$ cat src/rtl/frame_feeder.sv
// rtl/frame_feeder.sv - streams source-FIFO words to the core as framed bursts
// FEEDER_GAP_EN: when defined, GAP_CYCLES idle cycles separate frames within a run.
module frame_feeder #(
  parameter int DATA_W      = 32,
  parameter int FRAME_WORDS = 784,
  parameter int GAP_CYCLES  = 4
) (
  input  logic              clk,
  input  logic              rst,
  input  logic              start,
  input  logic [15:0]       num_frames,
  input  logic              load_weight_done,
  input  logic              fifo_empty,
  input  logic [DATA_W-1:0] fifo_dout,
  output logic              fifo_rd_en,
  output logic              input_valid,
  output logic              sof,
  output logic [DATA_W-1:0] d_in,
  output logic              eof,
  output logic              busy,
  output logic              done
);

  localparam logic [15:0] FW_CNT   = 16'(FRAME_WORDS);
  localparam logic [15:0] LAST_CNT = 16'(FRAME_WORDS - 1);

  if (FRAME_WORDS < 2 || FRAME_WORDS > 65535) begin : g_bad_frame_words
    $error("frame_feeder: FRAME_WORDS out of range");
  end
  if (GAP_CYCLES < 1 || GAP_CYCLES > 255) begin : g_bad_gap_cycles
    $error("frame_feeder: GAP_CYCLES out of range");
  end

`ifdef FEEDER_GAP_EN
  typedef enum logic [1:0] {IDLE, WAIT_W, STREAM, GAP} state_e;
  logic [7:0] gap_cnt_q;
`else
  typedef enum logic [1:0] {IDLE, WAIT_W, STREAM} state_e;
`endif

  state_e            state_q;
  logic [15:0]       word_cnt_q;
  logic [15:0]       frame_cnt_q;
  logic [15:0]       num_frames_q;
  logic              valid_q;
  logic              sof_q;
  logic              eof_q;
  logic              done_q;
  logic [DATA_W-1:0] hold_q;
  logic              last_word;
  logic              last_frame;

  assign fifo_rd_en = (state_q == STREAM) && !fifo_empty && load_weight_done &&
                      (word_cnt_q < FW_CNT);
  assign last_word  = (word_cnt_q == LAST_CNT);
  assign last_frame = ((frame_cnt_q + 16'd1) == num_frames_q);

  always_ff @(posedge clk or negedge rst) begin
    if (!rst) begin
      state_q      <= IDLE;
      word_cnt_q   <= 16'd0;
      frame_cnt_q  <= 16'd0;
      num_frames_q <= 16'd0;
      valid_q      <= 1'b0;
      sof_q        <= 1'b0;
      eof_q        <= 1'b0;
      done_q       <= 1'b0;
      hold_q       <= '0;
`ifdef FEEDER_GAP_EN
      gap_cnt_q    <= 8'd0;
`endif
    end else begin
      valid_q <= fifo_rd_en;
      sof_q   <= fifo_rd_en && (word_cnt_q == 16'd0);
      eof_q   <= fifo_rd_en && last_word;
      done_q  <= 1'b0;
      // FIFO data arrives one cycle after the pop; capture it so d_in holds when idle
      if (valid_q) hold_q <= fifo_dout;
      if (fifo_rd_en) word_cnt_q <= last_word ? 16'd0 : word_cnt_q + 16'd1;

      case (state_q)
        IDLE: begin
          if (start) begin
            if (num_frames == 16'd0) begin
              done_q <= 1'b1;
            end else begin
              state_q      <= WAIT_W;
              num_frames_q <= num_frames;
              word_cnt_q   <= 16'd0;
              frame_cnt_q  <= 16'd0;
            end
          end
        end
        WAIT_W: begin
          if (load_weight_done) state_q <= STREAM;
        end
        STREAM: begin
          if (fifo_rd_en && last_word) begin
            if (last_frame) begin
              state_q <= IDLE;
              done_q  <= 1'b1;
            end else begin
              frame_cnt_q <= frame_cnt_q + 16'd1;
`ifdef FEEDER_GAP_EN
              state_q     <= GAP;
              gap_cnt_q   <= 8'(GAP_CYCLES - 1);
`endif
            end
          end
        end
`ifdef FEEDER_GAP_EN
        GAP: begin
          if (gap_cnt_q == 8'd0) state_q <= STREAM;
          else gap_cnt_q <= gap_cnt_q - 8'd1;
        end
`endif
        default: state_q <= IDLE;
      endcase
    end
  end

  assign input_valid = valid_q;
  assign sof         = sof_q;
  assign eof         = eof_q;
  assign done        = done_q;
  assign d_in        = valid_q ? fifo_dout : hold_q;
  // the final word of a run is still in flight for one cycle after returning to IDLE
  assign busy        = (state_q != IDLE) || valid_q;

endmodule

$ cat config.mk
export PLATFORM = sky130hd
export DESIGN_NAME = frame_feeder
export DESIGN_NICKNAME = d
export VERILOG_FILES = /design/src/rtl/frame_feeder.sv
export SDC_FILE = /design/constraint.sdc
export NUM_CORES = 1
export LEC_CHECK = 0
export ABC_AREA = 1
export CAP_MARGIN = 20
export CORE_MARGIN = 2
export CORE_UTILIZATION = 40
export CTS_CLUSTER_DIAMETER = 60
export CTS_CLUSTER_SIZE = 16
export DETAILED_ROUTE_END_ITERATION = 10
export PLACE_DENSITY_LB_ADDON = 0.3
export SYNTH_ARGS = -nofsm -noshare
export SYNTH_HDL_FRONTEND = slang
export SYNTH_SLANG_ARGS = --single-unit
export TNS_END_PERCENT = 10
$ cat constraint.sdc
create_clock -name clk -period 3.49 [get_ports clk]
set_input_delay 0.698 -clock clk [delete_from_list [all_inputs] [get_ports clk]]
set_output_delay 0.698 -clock clk [all_outputs]
set_load 0.02 [all_outputs]
==> results.ini, run 1 <==
[status]
status = finished clean

[clock_tree]
clkSinkCount = 86
ctsResizeCount = 0
cts.htree.levels = 3
numCtsBuffers = 9
cts_root_buf = clkbuf_8
cts_tree = yes
cts_setup_buffers = 0
cts_max_path_buffers = 2
cts_hold_buffers = 0
clkTransAtPathRegs_ns = 0.09
clk_latency_ns = 0.36

[detailed_routing]
ant_nets = 0
dr.pass1.iters = 4
via_per_inst = 4.91
drtIter0Drc = 186
vias = 4122
drt-total-wl_mm = 10.9
wl_per_cell_um = 13.0
drc = 0

[finish]
fillers = 1023
final_area_mm2 = 0.00574
layout-drive-gt1-share = 0.0687
final_cells = 839
nets = 750
num_antenna_cells = 0
utilization = 0.527
synthToLayoutAreaGrowth_pct = 28.2

[grt]
grt_pass1_vias = 4020
grtUsageMet1 = 0.239
grt-ovfl-total = 0
gr-usage-met2 = 0.325
grt_max_degree = 60
grt_pass1_wl_mm = 18.4
busiest_layer = met2
use_met3 = 0.0569
antenna_found_initial = 0
grt_usage = 0.195

[yosys]
ys_top_cells_by_area = dfrtp_1, nand2_1, inv_1
synth_cell_type_count = 31
ys_seq_elements = 86
yosys_warnings = 0
synth_commonest_cells = nand2_1, dfrtp_1, inv_1
synth_area_leader_cell = dfrtp_1
synth_top_area_frac = 0.481
syn_area_mm2 = 0.00447
ys_seq_area_frac = 0.481
synth-main-ff-cell = dfrtp_1
synth_edf_count = 0
syn_area_per_cell_um2 = 7.43
ys_async_sr_fraction = 1.00
netlist_instances = 602
yosysMostFrequentCell = nand2_1
synthesis.nets = 658

[floorplan]
die_h_um = 110
rows = 38
core_area_mm2 = 0.0109
dieArea_mm2 = 0.0120
initial_core_util = 0.411
ios = 91
die_w_um = 110

[worst_setup_path]
cp_max_fo = 9
rr_worst_depth = 13
cp.required_ns = 2.79
timing.rr.end = frame_cnt_q[14]
cpPeakStageDelay_ns = 0.63
crit_type = input pin to output port
timing.rr.start = frame_cnt_q[0]
critPathMostFrequentCell = clkdlybuf4s50_1
path_delay_family = buffers and inverters
slowest_stage = clkdlybuf4s50_1
crit_chain = clkdlybuf4s50_1, inv_1, nor2_1, nand4_1, inv_2, clkdlybuf4s50_1
r2r_setup_slack_ns = 0.84
critical_path_buf_inv_count = 4
start_kind = input pin
cp-end-kind = output port
cp.arrival_ns = 2.33

[sta]
final.period_utilization = 0.868
slew_headroom = 0.523
rsz0062_at_grt = false
fin_tns_setup_ns = 0
fin_skew_ns = 0.00824
hold_viol_final = 0
slew_viol_final = 0
tightest_slew_ns = 0.716
finalSetupViolCount = 0
period_minus_slack_ns = 3.03
fin_ws_ns = 0.462
fmax_mhz = 330

[min_path]
min_path_type = input pin to async pin

[power]
leakage_nw = 2.79
irDropWorstVdd_v = 0.000201
powerDensity_mw_per_mm2 = 314

[job]
cap_violations = 0

[place]
gp_congestion = 0.932
portBuffers = 90
dp_slack_ns = 0.478
hpwl_mm = 8.16
place_inst = 823
placed_area_mm2 = 0.00553

-- report_power, final --
| part | total, mW | switching [mW] | leakage, nW | internal (mW) |
|---|---|---|---|---|
| clock network | 0.723 | 0.383 | 0.105 | 0.340 |
| logic | 0.0857 | 0.0323 | 1.72 | 0.0534 |
| registers | 0.995 | 0 | 0.972 | 0.995 |
-- flip-flops by register name, indices dropped and copies added, names as in the netlist --
signal and count:
hold_q 32, frame_cnt_q 16, done 1, input_valid 1
sof 1, num_frames_q 16, word_cnt_q 16, eof 1
state_q 2
-- per-stage QoR --
stage                     hold slack [ns]  power (mW)
after CTS                           0.409        1.83
after global routing                0.437        1.88
final                               0.382        1.80
after detailed placement            0.454        1.10
after floorplan                     0.402        1.02
after global placement              0.451        1.10
-- cells by family (layout without fill, tap and decap cells) --
| group | Yosys count | after routing | synth area share |
|---|---|---|---|
| AOI/OAI and AO/OA | 25 | 25 | 0.0305 |
| buffers and inverters | 88 | 185 | 0.0763 |
| DFF | 86 | 86 | 0.481 |
| xor gates and xnor gates | 5 | 5 | 0.0129 |
| adders and majority gates | 3 | 3 | 0.00839 |
| and+or+nand+nor | 395 | 395 | 0.391 |
-- how the worst max path moves through the flow --
stage,startpoint,end,slack (ns),cells after the start
2_1_floorplan,frame_cnt_q[0],state_q[1],1.50,14
3_3_place_gp,load_weight_done,fifo_rd_en,0.46,6
3_5_place_dp,load_weight_done,fifo_rd_en,0.48,6
4_1_cts,load_weight_done,fifo_rd_en,0.45,6
5_1_grt,load_weight_done,fifo_rd_en,0.29,6
6_report,load_weight_done,fifo_rd_en,0.46,6
-- cell usage in the layout, fill, tap and decap left out, drive strengths merged, types with 2 or more instances in the layout --
cell           count
a21oi              4
buf                9
clkbuf             9
clkdlybuf4s50     89
clkinv             3
dfrtp             86
ha                 3
inv               74
nand2            252
nand3             42
nand3b             5
nand4             29
nor2              51
nor3              11
nor4               2
o21ai             18
o21bai             2
xor2               4
-- layout make-up --
cell class	instances	area (um2)	share of cell area
sequential	86	2150	0.375
clock buffer	9	124	0.0216
timing repair buffer	98	958	0.167
multi-input combinational	428	1980	0.345
tap	140	175	0.0305
clock inverter	7	78.8	0.0137
inverter	71	267	0.0465
-- layer usage --
layer | up-vias | wire length (um)
met5 | - | 0
met4 | 0 | 168
met1 | 1904 | 4560
li1 | 2080 | -
met2 | 124 | 5350
met3 | 14 | 823
No activity file was read; power rests on OpenSTA's default activity.
==> inputs of run 2 (changes only) <==
--- a/config.mk
+++ b/config.mk
@@ -13,6 +13,7 @@
 export CTS_CLUSTER_SIZE = 16
 export DETAILED_ROUTE_END_ITERATION = 10
 export PLACE_DENSITY_LB_ADDON = 0.3
+export SETUP_SLACK_MARGIN = 0.4
 export SYNTH_ARGS = -nofsm -noshare
 export SYNTH_HDL_FRONTEND = slang
 export SYNTH_SLANG_ARGS = --single-unit
==> results.ini, run 2 (synthesis results as in run 1) <==
[worst_setup_path]
cp.required_ns = 2.79  ; about the same
path_delay_family = buffers and inverters
start_kind = flip-flop
cpPeakStageDelay_ns = 0.61  ; -0.02 ns
slowest_stage = clkdlybuf4s50_1
crit_type = flip-flop to output port
cp-end-kind = output port
r2r_setup_slack_ns = 0.84  ; about the same
cp_max_fo = 34  ; +25
crit_chain = buf_4, inv_1, buf_4, nand2_1, nand2_1, clkdlybuf4s50_1
cp.arrival_ns = 2.19  ; -0.14 ns
critical_path_buf_inv_count = 4  ; unchanged

[place]
dp_slack_ns = 0.478  ; unchanged
portBuffers = 90  ; unchanged
hpwl_mm = 8.16  ; unchanged
gp_congestion = 0.932  ; unchanged

[grt]
grt_usage = 0.195  ; unchanged
grt-ovfl-total = 0  ; unchanged
busiest_layer = met2
use_met3 = 0.0569  ; unchanged
grt_pass1_vias = 4020  ; unchanged
gr-usage-met2 = 0.325  ; unchanged
grt_max_degree = 60  ; unchanged
antenna_found_initial = 0  ; unchanged
grtUsageMet1 = 0.239  ; unchanged
grt_pass1_wl_mm = 18.4  ; unchanged

[power]
irDropWorstVdd_v = 0.000200  ; -0.49%
powerDensity_mw_per_mm2 = 312  ; -0.72%
leakage_nw = 2.83  ; +1.3%

[detailed_routing]
ant_nets = 0  ; unchanged
dr.pass1.iters = 4  ; unchanged
via_per_inst = 4.93  ; +0.44%
drtIter0Drc = 193  ; +3.8%
drc = 0  ; unchanged
wl_per_cell_um = 13.0  ; -0.15%
drt-total-wl_mm = 10.9  ; +0.21%
vias = 4155  ; +0.80%

[sta]
final.period_utilization = 0.827  ; -0.0402
period_minus_slack_ns = 2.89  ; -0.140 ns
hold_viol_final = 0  ; unchanged
slew_viol_final = 0  ; unchanged
rsz0062_at_grt = false
tightest_slew_ns = 0.716  ; +0.000249 ns
slew_headroom = 0.522  ; about the same
fin_ws_ns = 0.602  ; +0.140 ns
fin_tns_setup_ns = 0  ; unchanged
fmax_mhz = 346  ; +4.9%
fin_skew_ns = 0.00639  ; -0.00185 ns
finalSetupViolCount = 0  ; unchanged

[clock_tree]
numCtsBuffers = 9  ; unchanged
cts_root_buf = clkbuf_8
cts_hold_buffers = 0  ; unchanged
clkSinkCount = 86  ; unchanged
cts_max_path_buffers = 2  ; unchanged
cts.htree.levels = 3  ; unchanged
clk_latency_ns = 0.36  ; about the same
clkTransAtPathRegs_ns = 0.09  ; about the same
cts_tree = yes

[floorplan]
ios = 91  ; unchanged
core_area_mm2 = 0.0109  ; unchanged
die_h_um = 110  ; unchanged
die_w_um = 110  ; unchanged
rows = 38  ; unchanged
dieArea_mm2 = 0.0120  ; unchanged
initial_core_util = 0.411  ; unchanged

[job]
cap_violations = 0  ; unchanged

[finish]
layout_common_cells = nand2_1, clkdlybuf4s50_1, dfrtp_1
layout-drive-gt1-share = 0.0726  ; +0.00398
nets = 753  ; +0.40%
num_antenna_cells = 0  ; unchanged
layout_commonest_cell = nand2_1
synthToLayoutAreaGrowth_pct = 28.7
largest_reg_flops = 32  ; unchanged
top_register = hold_q

[status]
status = finished clean

[min_path]
min_path_type = input pin to async pin

-- run 2: cell count changes in the layout (fill, tap and decap cells not counted), sizes merged --
cell | previous run | this run
buf | 9 | 12
clkdlybuf4s50 | 89 | 88
dlymetal6s2s | 0 | 1
-- run 2: path summary, 6_finish.rpt --
check | from | end | depth (start not counted)
max | input_valid | d_in[18] | 6
min | rst | frame_cnt_q[1] | 1
max reg2reg | frame_cnt_q[0] | frame_cnt_q[14] | 13
min reg2reg | hold_q[29] | hold_q[29] | 2
max in group asynchronous | rst | hold_q[31] | 2
min in group clk | hold_q[29] | hold_q[29] | 2
-- run 2: through the flow --
step           hold slack, ns  cell area (um2)  utilization  std cells  power (mW)
6_report                0.384             5760        0.529        842        1.80
5_1_grt                 0.437             5760        0.529        842        1.88
4_1_cts                 0.409             5740        0.527        839        1.83
3_5_place_dp            0.454             5530        0.508        823        1.10
3_3_place_gp            0.451             5530        0.508        823        1.10
2_1_floorplan           0.402             4470            -        602        1.02
-- run 2: worst register-to-register path, stage by stage, from the launching register on --
cell and delay, ns:
dfrtp_1 0.43, ha_1 0.26, nand2_1 0.16, inv_1 0.10
nor2_1 0.14, nand2_1 0.07, nand2_1 0.10, nand2_1 0.06
nor2_1 0.11, nand3b_1 0.10, nor2_2 0.20, nand3_1 0.48
nand4_1 0.25, nand2_1 0.08
-- run 2: report_power, final --
| group | leakage (nW) | internal [mW] | switching [mW] |
|---|---|---|---|
| registers | 0.972 | 0.995 | 0 |
| logic | 1.75 | 0.0534 | 0.0323 |
| clock network | 0.105 | 0.340 | 0.378 |
-- run 2: repair_timing --
action / in CTS / in global routing
hold endpoints to repair: 0 / 0
gates resized for setup: 0 / 1
buffers inserted: 0 / 3
endpoints found under the setup margin: 0 / 1
-- run 2: cell type report --
cell class,count,area (um2)
Clock buffer,9,124
Clock inverter,7,78.8
Fill cell,1019,5130
Inverter,71,267
Multi-Input combinational cell,428,1980
Sequential cell,86,2150
Tap cell,140,175
Timing Repair Buffer,101,983
-- run 2: routing by layer --
| metal | routed length (um) | up-vias | part of all wire |
|---|---|---|---|
| met5 | 0 | - | 0 |
| met4 | 223 | 0 | 0.020 |
| met3 | 768 | 19 | 0.070 |
| met2 | 5350 | 126 | 0.49 |
| met1 | 4570 | 1925 | 0.42 |
| li1 | - | 2085 | - |
